### src/rtl/as_result_fifo.sv
`default_nettype none
// ============================================================================
// Module   : as_result_fifo
// Brief    : Capture stage for as_4b results: derives {V,N,Z,C} flags, buffers
//            result+flags in a small FIFO and counts accepted operations.
// Revision : 1.0 - initial release
// ============================================================================
module as_result_fifo #(
    parameter int WIDTH = 4,
    parameter int DEPTH = 4,
    parameter int CNT_W = 8
) (
    input  logic                     clk,
    input  logic                     rst_n,
    input  logic                     in_valid,
    output logic                     in_ready,
    input  logic                     in_mode,
    input  logic                     in_a_msb,
    input  logic                     in_b_msb,
    input  logic [WIDTH-1:0]         in_result,
    input  logic                     in_carry,
    output logic                     out_valid,
    input  logic                     out_ready,
    output logic [WIDTH-1:0]         out_result,
    output logic [3:0]               out_flags,
    output logic [$clog2(DEPTH):0]   level,
    input  logic                     cnt_clr,
    output logic [CNT_W-1:0]         op_count
);

    localparam int                PTR_W     = $clog2(DEPTH);
    localparam int                ENT_W     = WIDTH + 4;
    localparam logic [PTR_W:0]    C_DEPTH   = (PTR_W + 1)'(DEPTH);
    localparam logic [PTR_W:0]    C_LVL_ONE = (PTR_W + 1)'(1);
    localparam logic [PTR_W-1:0]  C_PTR_ONE = PTR_W'(1);
    localparam logic [CNT_W-1:0]  C_CNT_ONE = CNT_W'(1);
    localparam logic [CNT_W-1:0]  C_CNT_MAX = {CNT_W{1'b1}};

    logic [ENT_W-1:0] mem_q [DEPTH];
    logic [ENT_W-1:0] mem_d [DEPTH];
    logic [PTR_W-1:0] wr_ptr_q, wr_ptr_d;
    logic [PTR_W-1:0] rd_ptr_q, rd_ptr_d;
    logic [PTR_W:0]   level_q, level_d;
    logic [CNT_W-1:0] op_count_q, op_count_d;

    logic             res_msb;
    logic             flag_v, flag_n, flag_z, flag_c;
    logic             push, pop;

    // Subtraction in as_4b is A + ~B + 1, so its carry-out is the inverse of borrow.
    always_comb begin
        res_msb = in_result[WIDTH-1];
        flag_z  = (in_result == '0);
        flag_n  = res_msb;
        flag_c  = in_mode ? ~in_carry : in_carry;
        if (in_mode) begin
            flag_v = (in_a_msb != in_b_msb) && (res_msb != in_a_msb);
        end else begin
            flag_v = (in_a_msb == in_b_msb) && (res_msb != in_a_msb);
        end
    end

    assign in_ready  = (level_q != C_DEPTH);
    assign out_valid = (level_q != '0);
    assign push      = in_valid & in_ready;
    assign pop       = out_valid & out_ready;

    always_comb begin
        mem_d      = mem_q;
        wr_ptr_d   = wr_ptr_q;
        rd_ptr_d   = rd_ptr_q;
        level_d    = level_q;
        op_count_d = op_count_q;

        if (push) begin
            mem_d[wr_ptr_q] = {flag_v, flag_n, flag_z, flag_c, in_result};
            wr_ptr_d        = wr_ptr_q + C_PTR_ONE;
        end
        if (pop) begin
            rd_ptr_d = rd_ptr_q + C_PTR_ONE;
        end

        unique case ({push, pop})
            2'b10:   level_d = level_q + C_LVL_ONE;
            2'b01:   level_d = level_q - C_LVL_ONE;
            default: level_d = level_q;
        endcase

        // Clear takes priority over a coincident push.
        if (cnt_clr) begin
            op_count_d = '0;
        end else if (push && (op_count_q != C_CNT_MAX)) begin
            op_count_d = op_count_q + C_CNT_ONE;
        end
    end

    always_ff @(posedge clk or negedge rst_n) begin
        if (!rst_n) begin
            for (int i = 0; i < DEPTH; i++) begin
                mem_q[i] <= '0;
            end
            wr_ptr_q   <= '0;
            rd_ptr_q   <= '0;
            level_q    <= '0;
            op_count_q <= '0;
        end else begin
            mem_q      <= mem_d;
            wr_ptr_q   <= wr_ptr_d;
            rd_ptr_q   <= rd_ptr_d;
            level_q    <= level_d;
            op_count_q <= op_count_d;
        end
    end

    assign out_result = mem_q[rd_ptr_q][WIDTH-1:0];
    assign out_flags  = mem_q[rd_ptr_q][ENT_W-1:WIDTH];
    assign level      = level_q;
    assign op_count   = op_count_q;

endmodule
`default_nettype wire

### config.mk
export PLATFORM = sky130hd
export DESIGN_NAME = as_result_fifo
export DESIGN_NICKNAME = d
export VERILOG_FILES = /design/src/rtl/as_result_fifo.sv
export SDC_FILE = /design/constraint.sdc
export NUM_CORES = 1
export LEC_CHECK = 0
export CORE_ASPECT_RATIO = 1.2
export CORE_UTILIZATION = 40
export CTS_BUF_LIST = sky130_fd_sc_hd__clkbuf_8
export DETAILED_ROUTE_END_ITERATION = 8
export GPL_TIMING_DRIVEN = 0
export PLACE_DENSITY = 0.65
export SLEW_MARGIN = 20
export SYNTH_ARGS = -nofsm -noshare
export SYNTH_HDL_FRONTEND = slang
export SYNTH_SLANG_ARGS = --single-unit
### constraint.sdc
create_clock -name clk -period 2.3 [get_ports clk]
set_input_delay 0.46 -clock clk [delete_from_list [all_inputs] [get_ports clk]]
set_output_delay 0.46 -clock clk [all_outputs]
set_load 0.1 [all_outputs]
## Word level (Yosys, flattened, before mapping)

Cells that the tools add are included.

| word-level totals | value |
|---|---|
| output and inout bits | 21 |
| register bits after elaboration | 47 |
| logic and storage cells | 47 |

| cells by class | value |
|---|---|
| equal/unequal tests | 7 |
| mux-type cells | 11 |
| reduce and logical (&&, ||, !) cells | 8 |
| bitwise operators | 5 |
| add/subtract/negate cells | 5 |
| magnitude comparators | 3 |

Operators by type and width:

| operator | number |
|---|---|
| $mux 8 | 5 |
| $bwmux 32 | 1 |
| $bmux 8 s2 | 1 |
| $demux 8 s2 | 1 |
| $add 8x1->8 const B | 1 |
| $ne 8x8->1 const B | 1 |
| $ge 3x3->1 const B | 2 |
| $not 2->3 | 2 |
| $pmux 3 s2 | 1 |
| $add 2x1->2 const B | 2 |
| $logic_and 1x1->1 | 4 |
| $logic_not 4->1 | 1 |
| $reduce_bool 2->1 | 2 |
| $add 3x1->3 const B | 1 |
| $lt 3x1->1 const B | 1 |
| $ne 3x3->1 const B | 1 |
| $reduce_bool 3->1 | 1 |
| $sub 3x1->3 const B | 1 |
| $and 1x1->1 | 2 |
| $eq 2x1->1 const B | 1 |
| $eq 2x2->1 const B | 1 |
| $mux 1 | 2 |
| $ne 1x1->1 | 2 |
| $eq 1x1->1 | 1 |
| $not 1->1 | 1 |

## Longest topological paths before layout

Gate-level depths: netlist of run 1.

| logic depth | value |
|---|---|
| word-level depth | 6 |
| gate-level depth with buffers | 11 |
| depth with buffers taken out | 9 |

## Worst setup path after synthesis of run 1

No wires, ideal clock.

| timing path | value |
|---|---|
| path kind | flip-flop to flip-flop |
| start | register level_q[2], in the netlist level[2] |
| end | register level_q[2], in the netlist level[2] |
| setup slack | -0.974 ns |
| library setup time | 0.162 ns |
| data arrival time | 3.112 ns |
| data required time | 2.138 ns |
| period minus slack after synthesis | 3.274 ns |
| stages on the path, launching flop included | 12 |
| cell sequence | dfrtp_1 or3b_1 clkbuf_2 and2_4 buf_6 inv_2 ha_1 inv_1 fa_1 xor2_1 nor2_1 xor2_1 |

| between the ends | value |
|---|---|
| cells in the longest elaborated chain, start to end | 4 |
| elaborated cells on any way between the ends | 10 |
| those cells by class | 2 x add/sub; 3 x eq/ne; 1 x mux; 2 x bitwise; 2 x reduce/logical |

RTL lines:

| item | RTL line | text |
|---|---|---|
| start, declared | 43 | `logic [PTR_W:0] level_q, level_d;` |
| start signal, assigned | 110 | `level_q <= level_d;` |
| $ne 3x3->1 (*) | 63 | `assign in_ready = (level_q != C_DEPTH);` |
| named net in_ready | 16 | `output logic in_ready,` |
| $and 1x1->1 (*) | 65 | `assign push = in_valid & in_ready;` |
| $eq 2x1->1 or $eq 2x2->1 (tied branches) | 83 | `unique case ({push, pop})` |
| $pmux 3 s2 or $reduce_bool 2->1 (tied branches) | - |  |

Mark *: on every way through the listed nets, which the timed path passes. The rest lies on a longest branch.
A chain may end at the register's enable or synchronous reset.

## Final worst setup path of run 1

| timing path | value |
|---|---|
| start | register level_q[0], in the netlist level[0] |
| end | register level_q[2], in the netlist level[2] |

| between the ends | value |
|---|---|
| cells in the longest elaborated chain, start to end | 4 |
| elaborated cells on any way between the ends | 10 |
| those cells by class | 2 x add/sub; 3 x eq/ne; 1 x mux; 2 x bitwise; 2 x reduce/logical |

RTL lines:

| item | RTL line | text |
|---|---|---|
| $reduce_bool 3->1 (*) | 64 | `assign out_valid = (level_q != '0);` |
| $and 1x1->1 (*) | 66 | `assign pop = out_valid & out_ready;` |
| named net pop | 48 | `logic push, pop;` |
| $eq 2x1->1 or $eq 2x2->1 (tied branches) | 83 |  |
| $pmux 3 s2 or $reduce_bool 2->1 (tied branches) | - |  |

Marked as above.

==> reports/qor.json, run 1 <==
{
  "rows": 28,
  "synth_fp_nets": 175,
  "critical_path.reg2reg.startpoint": "level[0]$_DFFE_PN0P_",
  "post_dp_area_um2": 2547,
  "cp_slowest_cell": "dfrtp_4",
  "die-area_um2": 5473,
  "worstHoldPathType": "primary input to asynchronous set/reset pin",
  "cts_inserted_buffers": 5,
  "start_util_pct": 41.65,
  "syn_to_final_growth_pct": 25.36,
  "setup.worst_path.start": "level[0]$_DFFE_PN0P_",
  "postLayoutCellArea_um2": 2597,
  "seq_area_frac_synth_pct": 51.93,
  "actual_transition_at_the_worst_max_transition_pin_ns": 0.9603,
  "synth.cell_area_um2": 2072,
  "crit_required_ns": 2.48,
  "clkTransAtPathRegs_ns": 0.08,
  "fin_worst_hold_slack_ns": 0.1189,
  "numPortBuffers": 32,
  "critPathKind": "flip-flop to flip-flop",
  "post-route-drc-count": 0,
  "setup_viol": 0,
  "timing.slew.headroom_pct": 36.23,
  "numClockSinks": 43,
  "antennaDiodeCount": 0,
  "tritoncts": "yes",
  "critical-path-max-stage-delay_ns": 0.49,
  "fp.dieH_um": 80.84,
  "grt_max_degree": 26,
  "sum_of_routed_wire_segments_on_met1_um": 1674,
  "cp_cell_sequence": "buf_4 -> buf_4 -> or3_4 -> and2_4 -> ha_4 -> inv_2 -> fa_2 -> xor2_1 -> nor2_1 -> xor2_1",
  "cts_root_buffer": "clkbuf_8",
  "synth.avg_cell_area_um2": 13.37,
  "antenna_found_initial": 0,
  "critPathMaxFanout": 3,
  "detailed_place_hpwl_um": 2992,
  "grt_first_pass_wirelength_um": 6782,
  "synth_warnings": 0,
  "gp_routability_congestion": 0.7855,
  "cap_violations": 0,
  "outcome": "completed",
  "finalCritPeriodShare_pct": 95.61,
  "route.detailed.wl_per_inst_um": 15.92,
  "detail_route.first_pass.iterations": 4,
  "met3WireLength_um": 172,
  "ys_ff_latch": 43,
  "timing.final.max_slew_violations": 0,
  "finalWirelength_um": 4139,
  "yosys.cell_types.count": 35,
  "mostFrequentLayoutCell": "dfrtp_1",
  "fp.coreArea_um2": 4975,
  "grt_pass1_vias": 1449,
  "track_usage_pct": 17.20,
  "finalClockSkew_ns": 0.007064,
  "die_width_um": 67.70,
  "endpoint_kind": "flip-flop",
  "cp_data_arrival_time_ns": 2.38,
  "drtAntennaViolNets": 0,
  "ff2ff_path_depth": 10,
  "route.vias.total": 1351,
  "regToRegEndpoint": "level[2]$_DFFE_PN0P_",
  "top_level_ports": 34,
  "clock_insertion_delay_worst_skew_ns": 0.29,
  "vias_per_cell": 5.196,
  "reg2reg_slack_ns": 0.10,
  "layout-drive-gt1-share_pct": 39.00,
  "initialDrtViolationCount": 42,
  "finalCoreUtilization_pct": 52.21,
  "commonest_cells_after_routing_fill_and_taps_aside": "dfrtp_1 (40), mux2_2 (28), dlygate4sd2_1 (11)",
  "met2WireLength_um": 2251,
  "fin_crit_ns": 2.199,
  "topRoutingLayerUsed": "met4",
  "finish.net_count": 219,
  "final_hold_vio_count": 0,
  "max_freq_mhz": 454.8,
  "clock_tree.htree_level_count": 2,
  "cts-root-to-sink-buffers": 2,
  "globalRoute.totalOverflow": 0,
  "grt_setup_unrepaired": "true",
  "cp_num_buf_inv": 3,
  "crit_family": "simple AND/OR/NAND/NOR gates",
  "start_kind": "flip-flop",
  "cell_count_after_synthesis": 155
}
-- synth_stat cells --
cell type	instances	area, um2
dfrtp_1	43	1076
mux2_2	28	315.3
inv_1	7	26.28
mux4_2	7	157.7
xor2_1	7	61.31
ha_1	6	75.07
nor2_1	5	18.77
o21ai_0	5	25.02
a21oi_1	4	20.02
nand2_1	4	15.01
nand2_2	4	25.02
nand3_1	4	20.02
or3_1	4	25.02
mux2i_1	3	30.03
xnor2_1	3	26.28
buf_1	2	7.510
and2_1	1	6.260
and2_4	1	8.760
and3_1	1	6.260
buf_4	1	7.510
buf_6	1	11.26
clkbuf_1	1	3.750
clkbuf_2	1	5.000
fa_1	1	20.02
inv_2	1	3.750
nand2b_1	1	6.260
nand4_1	1	6.260
nor4_1	1	6.260
nor4bb_1	1	10.01
o2111ai_1	1	8.760
o211ai_1	1	7.510
o22ai_1	1	6.260
o31ai_1	1	7.510
or3b_1	1	8.760
or4_1	1	7.510
-- registers in the layout (all words and copies together), names as in the netlist --
name      flops
mem_q        28
op_count      8
level         3
rd_ptr_q      2
wr_ptr_q      2
-- cell type report --
cell class / instances / area [um2]
Clock inverter: 2 / 8.758
Buffer: 3 / 18.77
Timing Repair Buffer: 40 / 334.1
Clock buffer: 6 / 82.58
Multi-Input combinational cell: 98 / 955.9
Tap cell: 60 / 75.07
Inverter: 8 / 35.03
Fill cell: 460 / 2377
Sequential cell: 43 / 1087
-- worst register-to-register path, stage by stage (launching register included) --
cell and delay, ns:
dfrtp_4 0.49, buf_4 0.15, buf_4 0.13, or3_4 0.36
and2_4 0.19, ha_4 0.16, inv_2 0.06, fa_2 0.19
xor2_1 0.15, nor2_1 0.08, xor2_1 0.14
-- logic make-up after synthesis --
kind of cell               after synthesis  share of synthesized area [%]
DFF                                     43                          51.93
muxes                                   38                          24.28
and+or+nand+nor                         30                          8.213
buffers and inverters                   14                          3.140
AOI/OAI and AO/OA                       13                          3.624
xor gates and xnor gates                10                          4.227
adders and majority gates                7                          4.589
-- worst max-delay path by stage --
stage / end / cells after the start
2_1_floorplan: level[2]$_DFFE_PN0P_ / 11
3_3_place_gp: level[1]$_DFFE_PN0P_ / 1
3_5_place_dp: out_result[3] / 4
4_1_cts: out_valid / 3
5_1_grt: level[2]$_DFFE_PN0P_ / 9
6_report: level[2]$_DFFE_PN0P_ / 10
-- stage by stage --
stage,worst slack [ns],setup TNS (ns),std cells
final,0.1011,0,260
after global routing,-0.01781,-0.01781,260
after CTS,-0.07176,-0.07176,257
after detailed placement,-0.4689,-3.332,248
after global placement,-0.5753,-16.79,247
after floorplan,-0.2593,-0.4010,155
-- routing by layer --
layer | GRT usage (%) | up-vias
met5 | 0 | -
met4 | 7.660 | 0
met3 | 3.090 | 5
met2 | 30.89 | 36
met1 | 19.35 | 676
li1 | - | 634
-- timing repair --
item / in CTS / in global routing
pin swaps: 3 / 6
setup buffers: 3 / 4
endpoints found under the setup margin: 22 / 3
resized for setup: 58 / 7
hold buffers: 0 / 0
Power of run 1 is left out: the tool's default activity adds up to more than one toggle a clock period on the data nets, which glitch-free logic cannot reach.
==> run 2, diff against run 1 <==
Settings changed: GPL_TIMING_DRIVEN 0 to 1.
==> reports/qor.json, run 2 (synthesis gave the netlist of run 1 again) <==
{
  "fp.coreArea": {"value": 4975, "unit": "um2", "change": "unchanged"},
  "syn_to_final_growth_pct": 28.38,
  "numClockSinks": {"value": 43, "change": "unchanged"},
  "post-route-drc-count": {"value": 0, "change": "unchanged"},
  "clock_tree.htree_level_count": {"value": 2, "change": "unchanged"},
  "layout-drive-gt1-share": {"value": 43.65, "unit": "%", "change": "+4.7 points"},
  "final_hold_vio_count": {"value": 0, "change": "unchanged"},
  "antennaDiodeCount": {"value": 0, "change": "unchanged"},
  "fin_worst_hold_slack": {"value": 0.1746, "unit": "ns", "change": "+0.05574 ns"},
  "critical-path-max-stage-delay": {"value": 0.48, "unit": "ns", "change": "about the same"},
  "cp_data_arrival_time": {"value": 2.35, "unit": "ns", "change": "-0.03 ns"},
  "critPathKind": "flip-flop to flip-flop",
  "rows": {"value": 28, "change": "unchanged"},
  "clkTransAtPathRegs": {"value": 0.08, "unit": "ns", "change": "about the same"},
  "actual_transition_at_the_worst_max_transition_pin": {"value": 0.6339, "unit": "ns", "change": "-0.3265 ns"},
  "start_kind": "flip-flop",
  "endpoint_kind": "flip-flop",
  "drtAntennaViolNets": {"value": 0, "change": "unchanged"},
  "fin_crit": {"value": 2.141, "unit": "ns", "change": "-0.05813 ns"},
  "setup_viol": {"value": 0, "change": "unchanged"},
  "fin_cells": {"value": 257, "change": "-1.2%"},
  "grt_max_degree": {"value": 28, "change": "+7.7%"},
  "mostFrequentLayoutCell": "dfrtp_1",
  "numPortBuffers": {"value": 33, "change": "+3.1%"},
  "cp_num_buf_inv": {"value": 2, "change": "-1"},
  "detailed_place_hpwl": {"value": 2982, "unit": "um", "change": "-0.33%"},
  "detail_route.first_pass.iterations": {"value": 4, "change": "unchanged"},
  "dp.cells": {"value": 244, "change": "-1.6%"},
  "cts_root_buffer": "clkbuf_8",
  "worstHoldPathType": "primary input to asynchronous set/reset pin",
  "tritoncts": "yes",
  "grt_pass1_vias": {"value": 1378, "change": "-4.9%"},
  "registers.top_by_ff_count": "mem_q",
  "outcome": "completed",
  "max_freq": {"value": 467.1, "unit": "MHz", "change": "+2.7%"},
  "initialDrtViolationCount": {"value": 61, "change": "+45%"},
  "clock_insertion_delay_worst_skew": {"value": 0.29, "unit": "ns", "change": "about the same"},
  "top_level_ports": {"value": 34, "change": "unchanged"},
  "die_width": {"value": 67.70, "unit": "um", "change": "unchanged"},
  "timing.final.max_slew_violations": {"value": 0, "change": "unchanged"},
  "critPathMaxFanout": {"value": 3, "change": "unchanged"},
  "globalRoute.totalOverflow": {"value": 0, "change": "unchanged"},
  "grt_first_pass_wirelength": {"value": 6624, "unit": "um", "change": "-2.3%"},
  "start_util": {"value": 41.65, "unit": "%", "change": "unchanged"},
  "finalClockSkew": {"value": 0.003534, "unit": "ns", "change": "-0.003530 ns"},
  "timing.critical_path.mode_cell": "xor2_1",
  "vias_per_cell": {"value": 5.265, "change": "+1.3%"},
  "postLayoutCellArea": {"value": 2660, "unit": "um2", "change": "+2.4%"},
  "cp_cell_sequence": "or3b_4 -> and2_4 -> inv_4 -> ha_4 -> inv_2 -> fa_2 -> xor2_1 -> nor2_1 -> xor2_1",
  "largest_register_ffs": {"value": 28, "change": "unchanged"},
  "crit_family": "simple AND/OR/NAND/NOR gates",
  "route.vias.total": {"value": 1353, "change": "+0.15%"},
  "die-area": {"value": 5473, "unit": "um2", "change": "unchanged"},
  "timing.slew.headroom": {"value": 57.56, "unit": "%", "change": "+21 points"},
  "track_usage": {"value": 16.64, "unit": "%", "change": "-0.57 points"},
  "antenna_found_initial": {"value": 0, "change": "unchanged"},
  "commonest_cells_after_routing_fill_and_taps_aside": "dfrtp_1 (39), mux2_2 (28), buf_4 (20)",
  "post_cts_hold_buffer_count": {"value": 0, "change": "unchanged"},
  "cts-root-to-sink-buffers": {"value": 2, "change": "unchanged"},
  "route.detailed.wl_per_inst": {"value": 15.70, "unit": "um", "change": "-1.4%"},
  "crit_required": {"value": 2.51, "unit": "ns", "change": "+0.03 ns"},
  "post_dp_area": {"value": 2536, "unit": "um2", "change": "-0.44%"},
  "cap_violations": {"value": 0, "change": "unchanged"},
  "finish.net_count": {"value": 216, "change": "-1.4%"},
  "gp_routability_congestion": {"value": 0.7155, "change": "-8.9%"},
  "fp.dieH": {"value": 80.84, "unit": "um", "change": "unchanged"},
  "cp_slowest_cell": "dfrtp_4",
  "finalWirelength": {"value": 4036, "unit": "um", "change": "-2.5%"},
  "cts_inserted_buffers": {"value": 5, "change": "unchanged"},
  "finalCritPeriodShare": {"value": 93.08, "unit": "%", "change": "-2.5 points"}
}
run 2: cell types whose count changed in the layout (fill, tap and decap cells not counted), moves of 8 or more:
cell | before | now
buf_4 | 10 | 20
dlygate4sd2_1 | 11 | 0
buf_12 | 0 | 8
buf_2 | 10 | 1
run 2: layer usage:
metal  wire length [um]  vias up  global-route usage, %
li1                   -      633                      -
met1               1741      681                  21.08
met2               2118       35                  27.82
met3                135        4                  2.949
met4                 41        0                  6.383
met5                  0        -                      0
run 2: cell type report:
class	instances	area (um2)
clock buffer	5	68.82
clock inverter	3	16.27
fill	444	2315
inverter	8	32.53
multi-input combinational	98	953.4
sequential	43	1089
tap	60	75.07
timing repair buffer	40	425.4
run 2: path summary, 6_finish.rpt:
kind                                  startpoint                    end  slack [ns]  cells past startpoint
max reg2reg                 level[1]$_DFFE_PN0P_   level[2]$_DFFE_PN0P_        0.16                      9
min in group clk           mem_q[22]$_DFFE_PN0P_  mem_q[22]$_DFFE_PN0P_        0.50                      1
min                                        rst_n  mem_q[28]$_DFFE_PN0P_        0.17                      1
min reg2reg                mem_q[22]$_DFFE_PN0P_  mem_q[22]$_DFFE_PN0P_        0.50                      1
max                         level[1]$_DFFE_PN0P_   level[2]$_DFFE_PN0P_        0.16                      9
max in group asynchronous                  rst_n  mem_q[13]$_DFFE_PN0P_        1.48                      2
run 2: per-stage QoR:
stage               setup slack [ns]  utilization (%)  setup TNS (ns)
global placement              0.1679            50.98               0
global route               -0.001746            53.47       -0.001746
finish                        0.1592            53.47               0
CTS                          0.07185            52.72               0
floorplan                    -0.2593                -         -0.4010
detailed placement           0.05986            50.98               0
run 2: timing repair:
action / CTS / global route
resized for setup: 1 / 0
setup buffers: 0 / 5
gates cloned: 0 / 0
pin swaps: 0 / 3
setup endpoints to repair: 3 / 1
Power of run 2 is left out for the same reason.
==> run 3, diff against run 2 <==
Settings changed: SETUP_SLACK_MARGIN set to 0.15.
==> reports/qor.json, run 3 (synthesis gave the netlist of run 1 again) <==
{
  "outcome": "completed",
  "clock_tree.htree_level_count": {"value": 2, "change": "unchanged"},
  "numPortBuffers": {"value": 33, "change": "unchanged"},
  "cp_data_arrival_time": {"value": 2.34, "unit": "ns", "change": "about the same"},
  "clock_insertion_delay_worst_skew": {"value": 0.29, "unit": "ns", "change": "about the same"},
  "finish.net_count": {"value": 220, "change": "+1.9%"},
  "setup_viol": {"value": 0, "change": "unchanged"},
  "setup.worst_path.start": "level[1]$_DFFE_PN0P_",
  "endpoint_kind": "flip-flop",
  "rows": {"value": 28, "change": "unchanged"},
  "antenna_found_initial": {"value": 0, "change": "unchanged"},
  "postLayoutCellArea": {"value": 2693, "unit": "um2", "change": "+1.2%"},
  "mostFrequentLayoutCell": "dfrtp_1",
  "cp_slowest_cell": "dfrtp_4",
  "antennaDiodeCount": {"value": 0, "change": "unchanged"},
  "top_level_ports": {"value": 34, "change": "unchanged"},
  "grt_setup_unrepaired": "true",
  "cts_root_buffer": "clkbuf_8",
  "timing.final.max_slew_violations": {"value": 0, "change": "unchanged"},
  "actual_transition_at_the_worst_max_transition_pin": {"value": 0.6289, "unit": "ns", "change": "-0.004905 ns"},
  "grt_util_met2": {"value": 31.19, "unit": "%", "change": "+3.4 points"},
  "route.detailed.wl_per_inst": {"value": 15.94, "unit": "um", "change": "+1.5%"},
  "critPathKind": "flip-flop to flip-flop",
  "drtAntennaViolNets": {"value": 0, "change": "unchanged"},
  "post_dp_area": {"value": 2561, "unit": "um2", "change": "+0.99%"},
  "grt_first_pass_wirelength": {"value": 6948, "unit": "um", "change": "+4.9%"},
  "worstHoldPathType": "primary input to asynchronous set/reset pin",
  "cp_cell_sequence": "or3b_4 -> and2_4 -> inv_4 -> ha_4 -> inv_2 -> fa_2 -> xor2_1 -> nor2_1 -> xor2_1",
  "grt_max_degree": {"value": 21, "change": "-25%"},
  "final_hold_vio_count": {"value": 0, "change": "unchanged"},
  "critPathMaxFanout": {"value": 5, "change": "+2"},
  "gp_routability_congestion": {"value": 0.7849, "change": "+9.7%"},
  "gr-usage-met1": {"value": 20.11, "unit": "%", "change": "-0.97 points"},
  "grt_pass1_vias": {"value": 1480, "change": "+7.4%"},
  "tritoncts": "yes",
  "largest_register_ffs": {"value": 28, "change": "unchanged"},
  "fp.coreArea": {"value": 4975, "unit": "um2", "change": "unchanged"},
  "detail_route.first_pass.iterations": {"value": 4, "change": "unchanged"},
  "track_usage": {"value": 17.42, "unit": "%", "change": "+0.78 points"},
  "cts-root-to-sink-buffers": {"value": 2, "change": "unchanged"},
  "route.vias.total": {"value": 1383, "change": "+2.2%"},
  "numClockSinks": {"value": 43, "change": "unchanged"},
  "finalCritPeriodShare": {"value": 92.51, "unit": "%", "change": "-0.57 points"},
  "die_width": {"value": 67.70, "unit": "um", "change": "unchanged"},
  "post-route-drc-count": {"value": 0, "change": "unchanged"},
  "initialDrtViolationCount": {"value": 43, "change": "-30%"},
  "busiest_layer": "met2",
  "detailed_place_hpwl": {"value": 3072, "unit": "um", "change": "+3.0%"},
  "vias_per_cell": {"value": 5.299, "change": "+0.65%"},
  "commonest_cells_after_routing_fill_and_taps_aside": "dfrtp_1 (38), mux2_2 (28), buf_4 (24)",
  "timing.critical_path.mode_cell": "xor2_1",
  "cts_inserted_buffers": {"value": 5, "change": "unchanged"},
  "critical_path.reg2reg.startpoint": "level[1]$_DFFE_PN0P_",
  "syn_to_final_growth_pct": 29.95,
  "registers.top_by_ff_count": "mem_q",
  "timing.slew.headroom": {"value": 57.68, "unit": "%", "change": "+0.13 points"},
  "finalClockSkew": {"value": 0.004792, "unit": "ns", "change": "+0.001257 ns"},
  "critical-path-max-stage-delay": {"value": 0.48, "unit": "ns", "change": "about the same"},
  "globalRoute.totalOverflow": {"value": 0, "change": "unchanged"},
  "die-area": {"value": 5473, "unit": "um2", "change": "unchanged"},
  "fin_crit": {"value": 2.128, "unit": "ns", "change": "-0.01302 ns"},
  "finalWirelength": {"value": 4160, "unit": "um", "change": "+3.1%"},
  "start_kind": "flip-flop",
  "cap_violations": {"value": 0, "change": "unchanged"},
  "fp.dieH": {"value": 80.84, "unit": "um", "change": "unchanged"},
  "crit_required": {"value": 2.52, "unit": "ns", "change": "about the same"},
  "grtUsageMet3": {"value": 4.635, "unit": "%", "change": "+1.7 points"},
  "clkTransAtPathRegs": {"value": 0.08, "unit": "ns", "change": "about the same"},
  "start_util": {"value": 41.65, "unit": "%", "change": "unchanged"},
  "max_freq": {"value": 470.0, "unit": "MHz", "change": "+0.61%"},
  "layout-drive-gt1-share": {"value": 46.27, "unit": "%", "change": "+2.6 points"}
}
[run 3: cell count changes in the layout (fill, tap and decap cells not counted), sizes merged]
| cell | change |
|---|---|
| buf | +4 |
| clkinv | +2 |
| clkinvlp | -1 |
| inv | -1 |
[run 3: area by class of cell]
type	instances	area (um2)
Fill cell	428	2282
Clock buffer	5	68.82
Inverter	8	32.53
Tap cell	60	75.07
Sequential cell	43	1090
Timing Repair Buffer	44	455.4
Clock inverter	3	15.01
Multi-Input combinational cell	98	955.9
[run 3: per-stage QoR]
| stage | utilization, % | cells | hold slack [ns] | setup TNS (ns) | setup slack (ns) |
|---|---|---|---|---|---|
| after detailed placement | 51.48 | 247 | 0.4269 | 0 | 0.09027 |
| after global placement | 51.48 | 247 | 0.4123 | 0 | 0.1601 |
| after global routing | 54.12 | 261 | 0.1129 | 0 | 0.1050 |
| after floorplan | - | 155 | 0.1644 | -0.4010 | -0.2593 |
| final | 54.12 | 261 | 0.1014 | 0 | 0.1722 |
| after CTS | 53.47 | 257 | 0.1078 | 0 | 0.1507 |
[run 3: worst max-delay path, delay by kind of cell, from the launching register on]
kind	cells	cell delay [ns]
XOR/XNOR	2	0.29
buffers and inverters	2	0.09
flip-flops	1	0.48
adder cells (fa/ha/maj)	2	0.46
AND/OR/NAND/NOR	3	0.73
[run 3: metal layers]
metal	wire length (um)	vias up
met4	48	0
met3	208	6
met5	0	-
li1	-	639
met1	1753	693
met2	2149	45
[run 3: what timing repair did]
action / CTS / global route
pin swaps: 1 / 4
setup endpoints to repair: 1 / 1
resized for setup: 0 / 2
hold buffers: 0 / 0
buffers inserted: 2 / 4
gates cloned: 0 / 0
[run 3: final timing paths]
kind                       slack (ns)  depth (start not counted)                 endpoint
max in group asynchronous        1.64                          2  op_count[1]$_DFFE_PN0P_
hold reg to reg                  0.51                          1    mem_q[28]$_DFFE_PN0P_
setup / recovery                 0.17                          9     level[2]$_DFFE_PN0P_
setup reg to reg                 0.17                          9     level[2]$_DFFE_PN0P_
min in group clk                 0.51                          1    mem_q[28]$_DFFE_PN0P_
hold / removal                   0.10                          1    mem_q[30]$_DFFE_PN0P_
Power of run 3 is left out for the same reason.
